[src/rtl/reg_file_dump_reader_pkg.sv]
// Shared types and constants for the register-file dump engine.
// Holds the FSM state encoding and the architectural register-file constants.
package reg_file_dump_reader_pkg;

    typedef enum logic [1:0] {
        ST_IDLE,
        ST_READ,
        ST_SEND,
        ST_DONE
    } dump_state_t;

    localparam int          REG_COUNT      = 32;
    localparam logic [31:0] SP_RESET_VALUE = 32'h0000_0400;

endpackage

[src/rtl/reg_file_dump_reader.sv]
// Walks register-file read port 2 from FIRST_REG to LAST_REG and streams {index, value} beats.
// Latency: 2 cycles per beat (READ capture, then SEND); done_o 1 cycle after the last accept.
// Backpressure: a beat is held stable in SEND until out_ready_i; only abort_i may withdraw it.
module reg_file_dump_reader
    import reg_file_dump_reader_pkg::*;
#(
    parameter int DATA_WIDTH = 32,
    parameter int ADDR_WIDTH = 5,
    parameter int FIRST_REG  = 0,
    parameter int LAST_REG   = 31
) (
    input  logic                  clk,
    input  logic                  reset,
    input  logic                  start_i,
    input  logic                  abort_i,
    output logic [ADDR_WIDTH-1:0] rd_addr_o,
    input  logic [DATA_WIDTH-1:0] rd_data_i,
    output logic                  stall_o,
    output logic                  out_valid_o,
    input  logic                  out_ready_i,
    output logic [ADDR_WIDTH-1:0] out_index_o,
    output logic [DATA_WIDTH-1:0] out_data_o,
    output logic                  done_o
);

    localparam logic [ADDR_WIDTH-1:0] FIRST_IDX = ADDR_WIDTH'(FIRST_REG);
    localparam logic [ADDR_WIDTH-1:0] LAST_IDX  = ADDR_WIDTH'(LAST_REG);

    dump_state_t           state_q, state_d;
    logic [ADDR_WIDTH-1:0] idx_q, idx_d;
    logic [ADDR_WIDTH-1:0] out_index_q;
    logic [DATA_WIDTH-1:0] out_data_q;
    logic                  capture;

    always_ff @(posedge clk) begin
        if (reset) begin
            state_q     <= ST_IDLE;
            idx_q       <= FIRST_IDX;
            out_index_q <= FIRST_IDX;
            out_data_q  <= '0;
        end else begin
            state_q <= state_d;
            idx_q   <= idx_d;
            if (capture) begin
                out_index_q <= idx_q;
                out_data_q  <= rd_data_i;
            end
        end
    end

    always_comb begin
        state_d = state_q;
        idx_d   = idx_q;
        capture = 1'b0;
        unique case (state_q)
            ST_IDLE: begin
                idx_d = FIRST_IDX;
                if (start_i) state_d = ST_READ;
            end
            ST_READ: begin
                if (abort_i) begin
                    state_d = ST_IDLE;
                    idx_d   = FIRST_IDX;
                end else begin
                    capture = 1'b1;
                    state_d = ST_SEND;
                end
            end
            ST_SEND: begin
                if (abort_i) begin
                    state_d = ST_IDLE;
                    idx_d   = FIRST_IDX;
                end else if (out_ready_i) begin
                    // Terminating on the compare keeps idx from ever stepping past LAST_REG.
                    if (idx_q == LAST_IDX) begin
                        state_d = ST_DONE;
                    end else begin
                        idx_d   = idx_q + 1'b1;
                        state_d = ST_READ;
                    end
                end
            end
            ST_DONE: begin
                state_d = ST_IDLE;
                idx_d   = FIRST_IDX;
            end
            default: begin
                state_d = ST_IDLE;
                idx_d   = FIRST_IDX;
            end
        endcase
    end

    assign rd_addr_o   = idx_q;
    assign stall_o     = (state_q != ST_IDLE);
    assign out_valid_o = (state_q == ST_SEND);
    assign out_index_o = out_index_q;
    assign out_data_o  = out_data_q;
    // An abort landing on the DONE cycle suppresses the completion pulse.
    assign done_o      = (state_q == ST_DONE) && !abort_i;

endmodule
[config.mk]
export PLATFORM = sky130hd
export DESIGN_NAME = reg_file_dump_reader
export DESIGN_NICKNAME = d
export VERILOG_FILES = /design/src/rtl/reg_file_dump_reader_pkg.sv /design/src/rtl/reg_file_dump_reader.sv
export SDC_FILE = /design/constraint.sdc
export NUM_CORES = 1
export LEC_CHECK = 0
export ABC_AREA = 1
export BUFFER_PORTS_ARGS = -buffer_cell sky130_fd_sc_hd__buf_4
export CELL_PAD_IN_SITES_DETAIL_PLACEMENT = 0
export CELL_PAD_IN_SITES_GLOBAL_PLACEMENT = 1
export CORE_MARGIN = 2
export CORE_UTILIZATION = 35
export DETAILED_ROUTE_END_ITERATION = 7
export PLACE_DENSITY_LB_ADDON = 0.1
export SLEW_MARGIN = 20
export SYNTH_ARGS = -nofsm -noshare
export SYNTH_HDL_FRONTEND = slang
export SYNTH_SLANG_ARGS = --single-unit
[constraint.sdc]
create_clock -name clk -period 4.4 [get_ports clk]
set_clock_uncertainty 0.05 [all_clocks]
set_input_delay 0.66 -clock clk [delete_from_list [all_inputs] [get_ports clk]]
set_output_delay 0.66 -clock clk [all_outputs]
set_load 0.01 [all_outputs]
After elaboration in Yosys (flattened, before gate mapping):

Cells that the tools add are included.

* reductions and logical operators: 7
* equal/unequal tests: 8
* multiplexer cells: 13
* add/sub/neg operators: 1

Operator list (number)
* $mux W5: 4
* $pmux W5 S3: 1
* $mux W2: 5
* $pmux W2 S4: 1
* $add A5 B1 Y5 const B: 1
* $eq A5 B5 Y1 const B: 1
* $eq A2 B2 Y1 const B: 2
* $ne A2 B2 Y1 const B: 2
* $ne A3 B2 Y1 const B: 1
* $ne A3 B3 Y1 const B: 1
* $reduce_and A3 Y1: 1
* $eq A2 B1 Y1 const B: 1
* $logic_not A2 Y1: 1
* $mux W1: 2
* $reduce_and A2 Y1: 1
* $reduce_bool A2 Y1: 1
* $reduce_or A2 Y1: 1
* $logic_and A1 B1 Y1: 1
* $logic_not A1 Y1: 1

* output and inout bits: 45
* logic and storage cells: 33
* bits of input ports: 37
* flip-flop bits (word level): 44

Longest topological paths before layout:

Gate-level depths: netlist of run 1.

* word-level depth: 5
* mapped depth: 12
* mapped depth without buffers: 12

Least setup slack after synthesis of run 1:

No wires, ideal clock.

* path type: in2out
* from: input port abort_i
* to: output port done_o
* path buffers: 0
* data required time: 3690 ps
* path slack: 2729 ps
* stages: 1
* arrival time: 961 ps
* cells stage by stage: nor3_1

* word-level cells in the longest chain between the ends: 2

RTL lines
* start: declaration: line reg_file_dump_reader.sv:15 `input logic abort_i,`
* $logic_not A1 Y1: line reg_file_dump_reader.sv:100 `assign done_o = (state_q == ST_DONE) && !abort_i;`
* $logic_and A1 B1 Y1: line reg_file_dump_reader.sv:100
* end: declaration: line reg_file_dump_reader.sv:23 `output logic done_o`

Every way passes these cells.

Final worst setup path of run 1:

* from: input port abort_i
* to: register idx_q[1] (netlist: rd_addr_o[1])

* word-level cells in the longest chain between the ends: 2
* elaborated cells on any way between the ends: 6
* those cells by class: 3 x eq/ne; 2 x mux; 1 x reduce/logical

RTL lines
* $ne A3 B3 Y1 (no line) (tied with other cells)
* $reduce_and A3 Y1 (no line) / $pmux W5 S3 (equally long branches)
* end signal: assignment: line reg_file_dump_reader.sv:43 `idx_q <= idx_d;`
* end: declaration: line reg_file_dump_reader.sv:30 `logic [ADDR_WIDTH-1:0] idx_q, idx_d;`

Parallel ways exist; a longest one is shown, timed or not.
A chain may end at the register's enable or synchronous reset.

==> results of run 1 <==
registers in the layout (all words and copies together), names as in the netlist:
name	cells
state_q	2
rd_addr_o	5
out_data_o	32
out_index_o	5
cells in the mapped netlist (4+ instances only):
cell,count
o21ai_0,4
nand2_2,11
nand4_1,4
buf_2,4
a21oi_1,29
a21oi_2,10
buf_6,5
nand2_1,77
nor2_1,10
inv_1,9
dfxtp_1,44
final timing paths:
check / slack, ns / depth (start not counted) / endpoint
setup reg to reg: 2.53 / 6 / rd_addr_o[2]
hold reg to reg: 0.42 / 2 / out_data_o[14]
setup / recovery: 2.47 / 8 / rd_addr_o[1]
hold / removal: 0.42 / 2 / out_data_o[14]
logic make-up (layout without fill, tap and decap cells):
family | Yosys count | in the layout | share of synthesized area (%)
AOI/OAI and AO/OA | 44 | 44 | 14.5
adders and majority gates | 2 | 2 | 1.39
buffers and inverters | 23 | 100 | 7.79
DFF | 44 | 44 | 49.0
and+or+nand+nor | 111 | 111 | 27.3
final cells by class:
class                           instances  area (µm²)
Inverter                               11        41.3
Sequential cell                        44         881
Timing Repair Buffer                   81         608
Clock inverter                          1        30.0
Fill cell                             536        2520
Tap cell                               70        87.6
Multi-Input combinational cell        157         777
Clock buffer                            7        96.3
stage by stage:
| step | hold WS (ns) | utilization (%) |
|---|---|---|
| 2_1_floorplan | 0.437 | - |
| 3_3_place_gp | 0.404 | 47.5 |
| 3_5_place_dp | 0.407 | 47.5 |
| 4_1_cts | 0.420 | 50.0 |
| 5_1_grt | 0.440 | 50.0 |
| 6_report | 0.416 | 50.0 |
power groups by stage:
stage / clock network (µW) / logic [µW] / registers [µW]
6_report: 335 / 115 / 424
5_1_grt: 361 / 127 / 427
4_1_cts: 346 / 117 / 424
3_5_place_dp: 0 / 117 / 434
3_3_place_gp: 0 / 116 / 434
2_1_floorplan: 0 / 56.8 / 440
per-layer routing:
| metal | track usage, % | vias to the layer above | wire length [µm] |
|---|---|---|---|
| li1 | - | 865 | - |
| met1 | 17.6 | 747 | 1980 |
| met2 | 25.5 | 50 | 1940 |
| met3 | 3.31 | 7 | 284 |
| met4 | 7.60 | 0 | 78 |
| met5 | 0 | - | 0 |
cells in the final DEF, fill, tap and decap left out, drive strengths merged:
cell	synthesis	final
or2	1	1
clkbuf	1	7
nand3	3	3
buf	11	81
dfxtp	44	44
inv	11	11
nor2	14	14
nor3	1	1
o21ai	4	4
a211oi	1	1
bufinv	0	1
nand4	4	4
a21oi	39	39
nand2	88	88
ha	2	2
worst register-to-register path, stage by stage, from the launching register on:
cell	delay, ns
dfxtp_1	0.44
nand2_2	0.10
nor2_4	0.75
nor2_1	0.16
nand2_1	0.12
nand2_1	0.05
a21oi_1	0.13
==> impl_metrics.toml, run 1 <==
[clock_tree]
clockBufferDepth = 2
post_cts_buffers = 0
cts_resized = 0
root_buffer = "clkbuf_8"
hold_buffers = 0
cts_buffers = 5
clk_pin_slew_ns = 0.08
cts_sinks = 44
tritoncts = "done"
clk_latency_ns = 0.29
cts.htree.levels = 2

[sta]
slew_headroom_pct = 33.9
setup_ws_ns = 2.47
rsz0062_at_grt = "false"
fin_crit_sh_pct = 44.0
finalCriticalPeriod_ns = 1.93
drv_slew = 0
finalSetupViolations = 0
tightest_slew_ns = 0.990
final_hold_viol_count = 0
setup_tns_ns = 0
max_freq_ghz = 0.517

[worst_setup_path]
cp_common_cell = "nand2_1"
worstPathMaxFanout = 38
cp_num_buf_inv = 2
crit_chain = "buf_4 > inv_2 > nand3_2 > nand2_1 > nor2_2 > nor2_2 > nand2_1 > nand2_1"
r2r-start = "state_q[0]"
cp-startpoint = "abort_i"
critPathKind = "input pin to flip-flop"
arrival_ns = 2.13
start_kind = "input pin"
critical-path-max-stage-delay_ns = 0.61
cp_top_family = "simple AND/OR/NAND/NOR gates"
critPathCaptureType = "flip-flop"
crit_slowest_cell = "nand3_2"
crit_required_ns = 4.59

[min_path]
min_path_type = "flip-flop to flip-flop"
worstHoldStart = "out_data_o[14]"

[synthesis]
netlist.area_leader.share_pct = 49.0
ys.flop_type = "dfxtp_1"
syn_nets = 263
yosys_warnings = 0
async_flop_share_pct = 0
synth_area_um2 = 1800
avgSynthCellArea_um2 = 8.03
yosys_register_bits = 44
yosysSeqAreaShare_pct = 49.0
yosysTopAreaCell = "dfxtp_1"
syn_inst = 224
synthDistinctLibCells = 23
synthTopCellsByArea = "dfxtp_1, nand2_1, a21oi_1, a21oi_2, nand2_2"
synth_edf_count = 0

[finish]
antenna_cells = 0
fin_area_um2 = 2520
layout.nets = 339
drive_gt1_share_pct = 39.5
areaGrowthSynthToFinish_pct = 40.2
final_cells = 371

[power]
power_uw = 874
pwr-share-seq_pct = 48.5
swShare_pct = 23.4
ir_drop_mv = 0.171
power.internal_uw = 670
p_switching_uw = 204
p_leak_uw = 0.00109
combPwrFrac_pct = 13.2
pwr-share-clk_pct = 38.3
power_density_nw_per_um2 = 347

[placement]
gp_congestion = 0.771
dpl.hpwl_um = 2880
portBuffers = 81
place_inst = 363
placement.setup.worst_slack_ns = 2.12
place_area_um2 = 2390

[route]
drt_iter0_drc = 56
firstDrtPassIters = 4
viasPerCell = 4.50
drt_wl_total_um = 4280
drc = 0
wl_per_cell_um = 11.5
vias = 1669
ant_nets = 0

[die]
die_y_um = 75.7
fp.dieW_um = 75.7
fp-row-count = 26
pin_count = 82
start_util_pct = 35.7
dieArea_um2 = 5730
coreArea_um2 = 5040

[global_route]
antenna_found_initial = 0
grt_pass1_wl_um = 6470
grt_max_degree = 41
grt-ovfl-total = 0
grt.total_usage_pct = 14.9
grt_pass1_vias = 1470

[run_status]
status = "complete, no violations"

[flow_run]
maxCapViolCount = 0
(Power assumes the default switching activity.)
==> inputs of run 2 (changes only) <==
- CORE_UTILIZATION: 35 -> 29
- clock period: 4.4 -> 1.7 ns (I/O delays scaled with it)
==> run 2 against run 1 <==
  * Clock-buffer cell count stayed put
  * Sequential share of layout area down 0.46 points
  * Die area up 20%
  * Via count is 0.42% higher
  * First-iteration DRC count shrank 13%
  * Final cell count increased by 3.0%
  * Core utilization fell by 7.1 points
  * Power increased by 140%
  * Setup slack lost 2.3 ns
  * Sequential cell count did not move
  * Non-clock buffer count rose by 7
  * Combinational power grew to 2.7 times the previous value
==> impl_metrics.toml, run 2 (same netlist as run 1, synthesis figures left out) <==
[finish]
areaGrowthSynthToFinish_pct = 42.1
final_cells = 382
register_area_um2 = 881
fillerInstances = 650
largest_reg_flops = 32
antenna_cells = 0
final_common_cell = "buf_4"
layout.nets = 346
multi_input_area_um2 = 782
drive_gt1_share_pct = 40.7
most-common-layout-cells = "buf_4, nand2_1, dfxtp_1"

[sta]
slew_headroom_pct = 76.4
hold_slack_ns = 0.165
setup_ws_ns = 0.134
final_hold_viol_count = 0
drv_slew = 0
fin_crit_sh_pct = 92.1
max_freq_ghz = 0.638
tightest_slew_ns = 0.355
finalCriticalPeriod_ns = 1.57
finalSetupViolations = 0

[die]
coreArea_um2 = 5960
start_util_pct = 30.2
fp-row-count = 28
pin_count = 82
die_y_um = 82.7
fp.dieW_um = 82.7
dieArea_um2 = 6850

[worst_setup_path]
crit_slowest_cell = "dfxtp_1"
worstReg2RegEnd = "rd_addr_o[4]"
worstPathMaxFanout = 5
critPathCaptureType = "flip-flop"
critPathKind = "flip-flop to flip-flop"
crit_chain = "ha_1 > nand2_1 > nor2_1 > ha_1 > inv_1 > nor2_1 > nand2_1 > nand2_1 > nor2_4 > nor2_2 > nand2_1 > nand2_1"
cp-startpoint = "rd_addr_o[0]"
arrival_ns = 1.70
r2r_slack_ns = 0.13
critical-path-max-stage-delay_ns = 0.32
start_kind = "flip-flop"
crit_required_ns = 1.84
cp_common_cell = "nand2_1"
r2r-start = "rd_addr_o[0]"
reg2reg_depth = 12

[run_status]
status = "complete, no violations"

[route]
firstDrtPassIters = 4
viasPerCell = 4.39
wl_per_cell_um = 12.0
drt_iter0_drc = 49
vias = 1676
drc = 0
drt_wl_total_um = 4570
ant_nets = 0

[clock_tree]
clockBufferDepth = 2
post_cts_buffers = 0
cts_buffers = 5
root_buffer = "clkbuf_8"
hold_buffers = 0
clk_pin_slew_ns = 0.08
clk_latency_ns = 0.28
cts_sinks = 44
tritoncts = "done"
cts.htree.levels = 2
cts_resized = 0

[placement]
dpl.hpwl_um = 3250
place_inst = 375
gp_congestion = 0.764
placement.setup.worst_slack_ns = 0.0913
portBuffers = 81

[global_route]
grt.total_usage_pct = 13.6
grt-ovfl-total = 0
antenna_found_initial = 0
grt_pass1_vias = 1500
grt_max_degree = 27
grt_pass1_wl_um = 7010

[power]
power_density_nw_per_um2 = 822
ir_drop_mv = 0.372
p_leak_uw = 0.00111

[min_path]
worstHoldStart = "rd_data_i[26]"
hold-path-cell-count = 3
min_path_type = "input pin to flip-flop"
hold_end = "out_data_o[26]"

[flow_run]
maxCapViolCount = 0
==> run 2: changes by cell type in the layout (fill, tap and decap cells not counted) <==
cell       delta
nor2_4        +1
nor2_2        -1
buf_4         +7
bufinv_16     -1
==> run 2: power breakdown <==
group          internal [µW]  leakage, µW  switching (µW)
Sequential              1070     0.000357            24.0
Combinational            154     0.000706             162
Clock                    362    0.0000503             327
==> run 2: per-stage QoR <==
stage                     area, µm²  TNS [ns]  util (%)  power, µW
after floorplan                1800         0         -       1290
after global placement         2450         0      41.2       1440
after detailed placement       2450         0      41.2       1440
after CTS                      2550         0      42.8       2150
after global routing           2550  -0.00457      42.9       2220
final                          2550         0      42.9       2100
==> run 2: worst max-delay path by stage <==
stage	slack (ns)	end	depth (start not counted)
3_3_place_gp	0.12	rd_addr_o[1]	12
6_report	0.13	rd_addr_o[4]	12
3_5_place_dp	0.09	rd_addr_o[4]	12
2_1_floorplan	0.14	rd_addr_o[1]	12
5_1_grt	-0.005	rd_addr_o[4]	12
4_1_cts	0.08	rd_addr_o[4]	12
==> run 2: layout make-up <==
| class | instances | area share (%) |
|---|---|---|
| well taps | 75 | 3.67 |
| repair buffers | 88 | 25.9 |
| inverters | 11 | 1.62 |
| flip-flops and latches | 44 | 34.5 |
| clock buffers | 7 | 3.77 |
| multi-input cells | 157 | 30.6 |
==> run 2: per-layer routing <==
metal  vias up  global-route usage [%]  share of wire [%]
met5         -                       0                  0
met1       734                    16.9                 45
met4         0                    3.93                1.2
li1        880                       -                  -
met3         5                    4.89                8.8
met2        57                    22.0                 45
==> run 2: worst max-delay path, delay by kind of cell (launching register included) <==
| family | cells | cell delay [ns] |
|---|---|---|
| buf+inv | 1 | 0.05 |
| fa+ha+maj | 2 | 0.39 |
| simple gates | 9 | 0.67 |
| flops | 1 | 0.32 |
==> inputs of run 3 (changes only) <==
- RECOVER_POWER: unset -> 50
==> run 3 against run 2 <==
  * Via count increased by 0.24%
  * Critical path type unchanged
  * Critical path depth is the same
  * Wire length up 0.61%
  * Highest routed layer unchanged
  * Die area unchanged
  * Clock-buffer cell count unchanged
  * Setup slack improved by 0.0021 ns
  * Register-to-register slack is essentially flat
  * Critical endpoint unchanged
  * Non-clock buffer count is the same
==> impl_metrics.toml, run 3 (same netlist as run 1, synthesis figures left out) <==
[run_status]
status = "complete, no violations"

[global_route]
grt_pass1_wl_um = 7010
grt_pass1_vias = 1500
grt_max_degree = 27
grt.total_usage_pct = 13.6
antenna_found_initial = 0
grt-ovfl-total = 0

[sta]
drv_slew = 0
final_hold_viol_count = 0
slew_headroom_pct = 76.7
tightest_slew_ns = 0.349
setup_tns_ns = 0
fin_crit_sh_pct = 92.0
rsz0062_at_grt = "false"
setup_ws_ns = 0.136
finalCriticalPeriod_ns = 1.56
max_freq_ghz = 0.639
finalSetupViolations = 0

[clock_tree]
clk_pin_slew_ns = 0.08
clk_latency_ns = 0.28
cts_buffers = 5
post_cts_buffers = 0
cts.htree.levels = 2
clockBufferDepth = 2
root_buffer = "clkbuf_8"
cts_sinks = 44
tritoncts = "done"

[min_path]
hold_end = "out_data_o[26]"
min_path_type = "input pin to flip-flop"
hold-path-cell-count = 3
worstHoldStart = "rd_data_i[26]"

[power]
swShare_pct = 24.8
ir_drop_mv = 0.368
pwr-share-seq_pct = 52.9
p_switching_uw = 512
pwr-share-clk_pct = 33.3
power_density_nw_per_um2 = 864
combPwrFrac_pct = 13.8
p_leak_uw = 0.000935
power.internal_uw = 1560

[finish]
multi_input_area_um2 = 782
areaGrowthSynthToFinish_pct = 33.2
layout.nets = 346
final_common_cell = "nand2_1"
antenna_cells = 0
drive_gt1_share_pct = 27.0
largest_reg_flops = 32
most-common-layout-cells = "nand2_1, buf_4, dfxtp_1"
register_area_um2 = 881
final_cells = 382
fillerInstances = 681

[route]
drc = 0
vias = 1680
ant_nets = 0
viasPerCell = 4.40
wl_per_cell_um = 12.0
drt_iter0_drc = 56
drt_wl_total_um = 4600
firstDrtPassIters = 4

[worst_setup_path]
start_kind = "flip-flop"
cp-startpoint = "rd_addr_o[0]"
r2r-start = "rd_addr_o[0]"
critPathCaptureType = "flip-flop"
reg2reg_depth = 12
crit_required_ns = 1.84
arrival_ns = 1.70
critPathKind = "flip-flop to flip-flop"
r2r_slack_ns = 0.14
worstReg2RegEnd = "rd_addr_o[4]"
worstPathMaxFanout = 5

[placement]
portBuffers = 81
gp_congestion = 0.764
placement.setup.worst_slack_ns = 0.0913
dpl.hpwl_um = 3250
place_inst = 375

[die]
die_y_um = 82.7
coreArea_um2 = 5960
fp.dieW_um = 82.7
pin_count = 82
fp-row-count = 28
start_util_pct = 30.2
dieArea_um2 = 6850

[flow_run]
maxCapViolCount = 0
==> run 3: cell count changes in the layout (fill, tap and decap cells not counted), sizes merged <==
cell	change
clkbuf	+43
buf	-43
==> run 3: routing by layer <==
metal  share of wire (%)  track usage, %  vias up
met1                  47            16.9      739
li1                    -               -      881
met3                 8.2            4.89        5
met2                  44            22.0       55
met5                   0               0        -
met4                 1.2            3.93        0
==> run 3: layout make-up <==
cell class	instances	area share, %
clock buffer	7	4.02
inverter	11	1.72
multi-input combinational	157	32.7
sequential	44	36.8
tap	75	3.92
timing repair buffer	88	20.9
==> run 3: worst max-delay path by stage <==
stage	endpoint
4_1_cts	rd_addr_o[4]
3_5_place_dp	rd_addr_o[4]
3_3_place_gp	rd_addr_o[1]
2_1_floorplan	rd_addr_o[1]
5_1_grt	rd_addr_o[4]
6_report	rd_addr_o[4]
==> run 3: repair_timing <==
item	CTS	global route
hold buffers	0	0
setup endpoints to repair	0	3
gates resized for setup	0	1
==> run 3: critical path: stages (launching register included) <==
cell     delay [ns]
dfxtp_1        0.32
ha_1           0.20
nand2_1        0.08
nor2_1         0.05
ha_1           0.19
inv_1          0.05
nor2_1         0.03
nand2_1        0.08
nand2_1        0.09
nor2_4         0.17
nor2_2         0.06
nand2_1        0.06
nand2_1        0.05
==> run 3: power by group through the flow <==
stage               clock network, µW  registers, µW  logic, µW
finish                            688           1100        286
global route                      770           1100        320
CTS                               732           1100        322
detailed placement                  0           1120        320
global placement                    0           1120        321
floorplan                           0           1140        147
==> run 3: through the flow <==
step	util, %	total power [µW]	area [µm²]	hold WS (ns)
floorplan	-	1290	1800	0.284
global placement	41.2	1440	2450	0.404
detailed placement	41.2	1440	2450	0.408
CTS	42.8	2150	2550	0.152
global route	40.2	2190	2390	0.147
finish	40.2	2070	2390	0.165
